$ cat src/rtl/lut5_table_builder.sv
// Run-time generator for a 2^AW-entry table of (k*C) mod Q, filled by repeated modular addition.
// Reads behave like a registered ROM: one cycle of latency, old data on a same-address write.
module lut5_table_builder #(
    parameter int            W  = 49,
    parameter int            AW = 5,
    parameter logic [W-1:0]  Q  = 49'd549824583172097
) (
    input  logic          clk,
    input  logic          rst,
    input  logic          start,
    input  logic [W-1:0]  const_in,
    output logic          busy,
    output logic          done,
    output logic          table_valid,
    input  logic [AW-1:0] rd_addr,
    output logic [W-1:0]  rd_data
);
    localparam int DEPTH = 1 << AW;

    typedef enum logic [1:0] {IDLE, LOAD, FILL, DONE} state_t;

    state_t        state_reg, state_next;
    logic [W-1:0]  c_reg;
    logic [W-1:0]  cr_reg;
    logic [W-1:0]  acc_reg;
    logic [AW-1:0] k_reg;
    logic          done_reg;
    logic          valid_reg;
    logic [W-1:0]  rd_data_reg;

    logic [W-1:0]  ram [0:DEPTH-1];

    logic [W-1:0]  cr_next;
    logic [W:0]    sum;
    logic [W:0]    sum_red;
    logic [W-1:0]  acc_next;

    // Both operands are below Q and 2^W <= 2Q, so one conditional subtract suffices everywhere.
    always_comb begin
        cr_next  = (c_reg >= Q) ? (c_reg - Q) : c_reg;
        sum      = {1'b0, acc_reg} + {1'b0, cr_reg};
        sum_red  = sum - {1'b0, Q};
        acc_next = (sum >= {1'b0, Q}) ? sum_red[W-1:0] : sum[W-1:0];
    end

    always_comb begin
        state_next = state_reg;
        case (state_reg)
            IDLE:    if (start) state_next = LOAD;
            LOAD:    state_next = FILL;
            FILL:    if (k_reg == {AW{1'b1}}) state_next = DONE;
            DONE:    state_next = IDLE;
            default: state_next = IDLE;
        endcase
    end

    always_ff @(posedge clk) begin
        if (rst) begin
            state_reg   <= IDLE;
            c_reg       <= '0;
            cr_reg      <= '0;
            acc_reg     <= '0;
            k_reg       <= '0;
            done_reg    <= 1'b0;
            valid_reg   <= 1'b0;
            rd_data_reg <= '0;
        end else begin
            state_reg   <= state_next;
            done_reg    <= (state_reg == DONE);
            rd_data_reg <= ram[rd_addr];
            case (state_reg)
                IDLE: begin
                    if (start) begin
                        c_reg     <= const_in;
                        valid_reg <= 1'b0;
                    end
                end
                LOAD: begin
                    cr_reg  <= cr_next;
                    acc_reg <= '0;
                    k_reg   <= '0;
                end
                FILL: begin
                    acc_reg <= acc_next;
                    k_reg   <= k_reg + 1'b1;
                end
                DONE: valid_reg <= 1'b1;
                default: ;
            endcase
        end
    end

    // Table storage is never reset; a write is suppressed on the edge a reset aborts the fill.
    always_ff @(posedge clk) begin
        if (!rst && state_reg == FILL)
            ram[k_reg] <= acc_reg;
    end

    assign busy        = (state_reg != IDLE);
    assign done        = done_reg;
    assign table_valid = valid_reg;
    assign rd_data     = rd_data_reg;

endmodule

$ cat config.mk
export PLATFORM = sky130hd
export DESIGN_NAME = lut5_table_builder
export DESIGN_NICKNAME = d
export VERILOG_FILES = /design/src/rtl/lut5_table_builder.sv
export SDC_FILE = /design/constraint.sdc
export NUM_CORES = 2
export LEC_CHECK = 0
export BUFFER_PORTS_ARGS = -buffer_cell sky130_fd_sc_hd__buf_2
export CAP_MARGIN = 20
export CORE_MARGIN = 2
export CORE_UTILIZATION = 60
export CTS_CLUSTER_DIAMETER = 200
export DETAILED_ROUTE_END_ITERATION = 8
export PLACE_DENSITY = 0.85
export SLEW_MARGIN = 10
export SYNTH_ARGS = -nofsm -noshare
export SYNTH_HDL_FRONTEND = slang
export SYNTH_SLANG_ARGS = --single-unit
$ cat constraint.sdc
create_clock -name clk -period 14.2 [get_ports clk]
set_input_delay 1.42 -clock clk [delete_from_list [all_inputs] [get_ports clk]]
set_output_delay 1.42 -clock clk [all_outputs]
set_load 0.01 [all_outputs]
Yosys cells after proc, flatten, opt, wreduce, memory -nomap -nowiden
Memories as Yosys holds them, arrays and structs flattened. A register that Yosys moved wholly into a read port is not among the register bits.
Index checks and enable logic that the tools add are counted.

cells by class
  add/subtract/negate cells = 4
  magnitude comparators = 2
  eq/ne operators = 6
  multiplexer cells = 11
  reductions and logical operators = 9

operator list
  kind                      number
  $mux W49                  2
  $pmux W49 S2              1
  $sub A49 B49 Y49 const B  2
  $add A49 B49 Y50          1
  $ge A50 B49 Y1 const B    1
  $ge A49 B49 Y1 const B    1
  $pmux W5 S2               1
  $pmux W2 S4               1
  $reduce_and A2 Y1         3
  $reduce_bool A2 Y1        3
  $add A5 B1 Y5 const B     1
  $eq A5 B5 Y1 const B      1
  $eq A2 B2 Y1 const B      2
  $mux W2                   2
  $ne A2 B2 Y1 const B      2
  $mux W1                   3
  $eq A2 B1 Y1 const B      1
  $logic_not A2 Y1          1
  $pmux W1 S2               1
  $logic_and A1 B1 Y1       1
  $logic_not A1 Y1          1

storage, ports and cells
  bits in registers = 156
  memory bits (writable) = 1,568
  bits of input ports = 57
  output and inout port bits = 52
  word-level logic and storage cells = 40
  memories kept = 1

memory list
  memory  depth  bits a word  rd ports  clocked after memory_dff  wr ports  RTL line  source
  ram     32     49           1         1                         1         31        logic [W-1:0] ram [0:DEPTH-1];

Logic depth before layout (Yosys ltp)
  depth after elaboration = 4
  gate-level depth with buffers = 18

Worst setup path before layout
Ideal clock, no wire load.

  path type = register to register
  start point = reg acc_reg[0]
  end point = reg acc_reg[31]
  data arrival time = 4.453 ns
  required time = 14.083 ns
  slack = 9.630 ns
  cell stages (with the launch flop) = 17
  path buffers = 2
  cell sequence = dfxtp_1 > ha_1 > fa_1 > a21o_1 > a221oi_2 > nor3_1 > o211a_1 > a211oi_2 > nand2b_1 > or4b_1 > buf_2 > o211ai_2 > o21ai_2 > a211o_1 > buf_4 > or4_1 > a32o_1

on the way
  cells in the longest elaborated chain, start to end = 4
  elaborated cells between the ends (all ways) = 5
  those cells by class = add/sub (2); order compare (1); mux (2)

ends and longest elaborated chain
  what                                                       RTL line  source
  start: declaration                                         25        logic [W-1:0] acc_reg;
  start signal: assignment                                   84        acc_reg <= acc_next;
  $add A49 B49 Y50 *                                         41        sum = {1'b0, acc_reg} + {1'b0, cr_reg};
  $sub A49 B49 Y49 / $ge A50 B49 Y1 (equally long branches)  42, 43
  $mux W49 *                                                 43        acc_next = (sum >= {1'b0, Q}) ? sum_red[W-1:0] : sum[W-1:0];
  $pmux W49 S2 *                                             71        case (state_reg)

Every way passes the cells marked *; elsewhere a longest branch is shown, timed or not.
A chain may end at the register's enable or synchronous reset.

Worst setup path in the final report
  start point = reg acc_reg[3]
  end point = reg acc_reg[22]

Same word-level chain as after synthesis.

==> results.py <==
metrics = {
    "pwr": {
        "clkPwrFrac_pct": 39.0,
        "p_int_w": 0.008739,
        "p_per_area_nw_per_um2": 146.8,
        "power.switching_w": 0.003008,
        "switching_share_pct": 25.61,
        "max-vdd-ir-drop_mv": 0.1479,
        "p_seq_share_pct": 50.1,
        "p_leak_nw": 26.76,
        "combPwrFrac_pct": 10.9,
    },
    "worst_setup_path": {
        "crit_path_end_kind": "flop",
        "cp.required_ns": 14.89,
        "cp_max_fo": 36,
        "worstSetupStartpointType": "flop",
        "cp.arrival_ns": 6.87,
        "crit_type": "reg2reg",
    },
    "place": {
        "dp_worst_setup_slack_ns": 7.995,
        "place_hpwl_um": 104800,
        "numPortBuffers": 108,
        "place_congestion": 0.9661,
    },
    "yosys": {
        "synth-seq-cells": 1773,
        "async_reset_ff_share_pct": 0,
        "synth_top_area_cell": "edfxtp_1",
        "yosysWarnings": 0,
        "synth-edff-count": 1568,
        "yosysUniqueCellTypes": 87,
        "ys_top_cells_by_area": "edfxtp_1, mux4_2, dfxtp_1",
        "synthFlopType": "edfxtp_1",
        "syn_avg_cell_area_um2": 18.61,
        "ys_seq_area_share_pct": 71.55,
        "synth_top_area_share_pct": 65.81,
        "syn-cell-area_um2": 71540,
        "synth_cells": 3844,
        "synth_fp_nets": 3964,
    },
    "run_status": {
        "status": "completed",
    },
    "global_routing": {
        "grtUsageTotal_pct": 33.84,
        "grt_pass1_wl_um": 290600,
        "antenna_found_initial": 9,
        "grt_max_degree": 144,
        "grt_pass1_vias": 40720,
        "overflow": 0,
    },
    "clock_network": {
        "ctsResizeCount": 0,
        "path_clk_slew_ns": 0.08,
        "holdBufCountCts": 0,
        "htree_levels": 4,
        "cts_root_buffer": "clkbuf_16",
        "cts_tree": "yes",
        "clock_latency_ns": 0.81,
        "cts_buffer_depth": 3,
        "cts_made_buffers": 169,
        "postCtsSetupRepairBufs": 0,
        "numClockSinks": 1773,
    },
    "finish": {
        "fill_cells": 7034,
        "nNetsFinal": 4124,
        "area_delta_synth_final_pct": 11.85,
        "final_common_cell": "edfxtp_1",
        "multi_input_area_um2": 19710,
        "seq_area_um2": 51210,
        "largest_reg_flops": 1568,
        "top_register": "ram",
        "final_cell_mix": "edfxtp_1, mux4_2, nand2_1",
        "drive_above_1_share_pct": 24.99,
    },
    "die": {
        "die_w_um": 349.3,
        "num_rows": 126,
        "start_util_pct": 60.51,
        "die_y_um": 349.3,
        "ios": 109,
        "fp.coreArea_um2": 118200,
        "die_area_um2": 122000,
    },
    "detailed_routing": {
        "vias": 41690,
        "ant_nets": 0,
        "drc": 0,
        "wirelength_um": 207100,
        "via_per_inst": 7.334,
        "drt-pass1-iter-count": 8,
        "drtIter0Drc": 6974,
        "avgRoutedWirePerCell_um": 36.43,
    },
    "timing": {
        "worstMarginPinSlew_ns": 1.225,
        "fin_skew_ns": 0.03701,
        "setup_tns_ns": 0,
        "relSlewSlack_pct": 18.36,
        "finalHoldViolCount": 0,
        "rsz0062_at_grt": "false",
        "setup_viol": 0,
        "finalCritPeriodShare_pct": 43.54,
        "drv_slew": 0,
        "fmax_ghz": 0.1617,
        "period_needed_ns": 6.183,
        "setup_ws_ns": 8.017,
    },
    "job": {
        "cap_violations": 0,
    },
    "hold_path": {
        "hold_class": "reg2reg",
    },
}
-- worst paths after layout --
check / from / end / slack [ns] / depth (start not counted)
worst max-delay path: acc_reg[3] / acc_reg[22] / 8.02 / 13
worst min-delay path: c_reg[46] / c_reg[46] / 0.48 / 2
worst max register to register: acc_reg[3] / acc_reg[22] / 8.02 / 13
worst min register to register: c_reg[46] / c_reg[46] / 0.48 / 2
-- cell usage after synthesis, types with 48 or more instances --
cell and instances:
edfxtp_1 1568, mux4_2 490, nand2_1 232, nor2_1 211, dfxtp_1 205, clkbuf_1 143
a21oi_1 131, o21ai_0 64, ha_1 62, mux2i_1 55, xnor2_1 52, nand3_1 51
nor3_1 51, buf_1 48
-- through the flow --
step	std cells	cell area, um^2	power [W]	hold slack [ns]	utilization (%)
global route	5683	80010	0.01201	0.4951	67.67
finish	5685	80020	0.01175	0.4755	67.68
detailed placement	5341	74000	0.007188	0.4669	62.58
floorplan	3844	71540	0.006817	0.4489	-
global placement	5341	74000	0.007151	0.4633	62.58
CTS	5654	79500	0.01168	0.4749	67.23
-- power by group through the flow --
| stage | Combinational [W] | Sequential, W | Clock [W] |
|---|---|---|---|
| after floorplan | 0.000890 | 0.00593 | 0 |
| after detailed placement | 0.00119 | 0.00600 | 0 |
| after CTS | 0.00122 | 0.00589 | 0.00457 |
| final | 0.00128 | 0.00589 | 0.00458 |
| after global placement | 0.00116 | 0.00599 | 0 |
| after global routing | 0.00136 | 0.00589 | 0.00476 |
-- kinds of logic after synthesis --
family | after synthesis | share of synthesized area (%)
AOI/OAI and AO/OA | 430 | 4.129
DFF | 1773 | 71.55
muxes | 547 | 16.23
adders and majority gates | 63 | 1.112
and+or+nand+nor | 718 | 4.727
buffers and inverters | 233 | 1.277
xor gates and xnor gates | 80 | 0.9794
-- critical path, stage by stage (launching register included) --
cell and delay (ns):
dfxtp_1 1.05, ha_1 0.44, and3_1 0.23, a221o_1 0.39
a221oi_2 0.34, o211ai_2 0.29, xor2_1 0.29, a22oi_1 0.27
nor4b_1 0.81, nand4_1 0.27, o21ai_2 0.34, a211o_2 0.70
nor3_1 0.22, a221o_1 0.39
-- cell type report --
class                           instances  area share (%)
Antenna cell                            3        0.009382
Clock buffer                          224           5.801
Clock inverter                         89           1.071
Inverter                               17         0.07974
Multi-Input combinational cell       1838           24.63
Sequential cell                      1773           64.00
Tap cell                             1536           2.402
Timing Repair Buffer                  205           2.006
-- layer usage --
| metal | part of all wire (%) | global-route usage, % | vias up |
|---|---|---|---|
| li1 | - | - | 16050 |
| met3 | 13 | 8.958 | 843 |
| met2 | 47 | 53.17 | 3855 |
| met1 | 34 | 44.76 | 20940 |
| met4 | 5.7 | 15.90 | 10 |
| met5 | 0.024 | 0 | - |
Note: power is estimated with default switching activity, not from simulation.
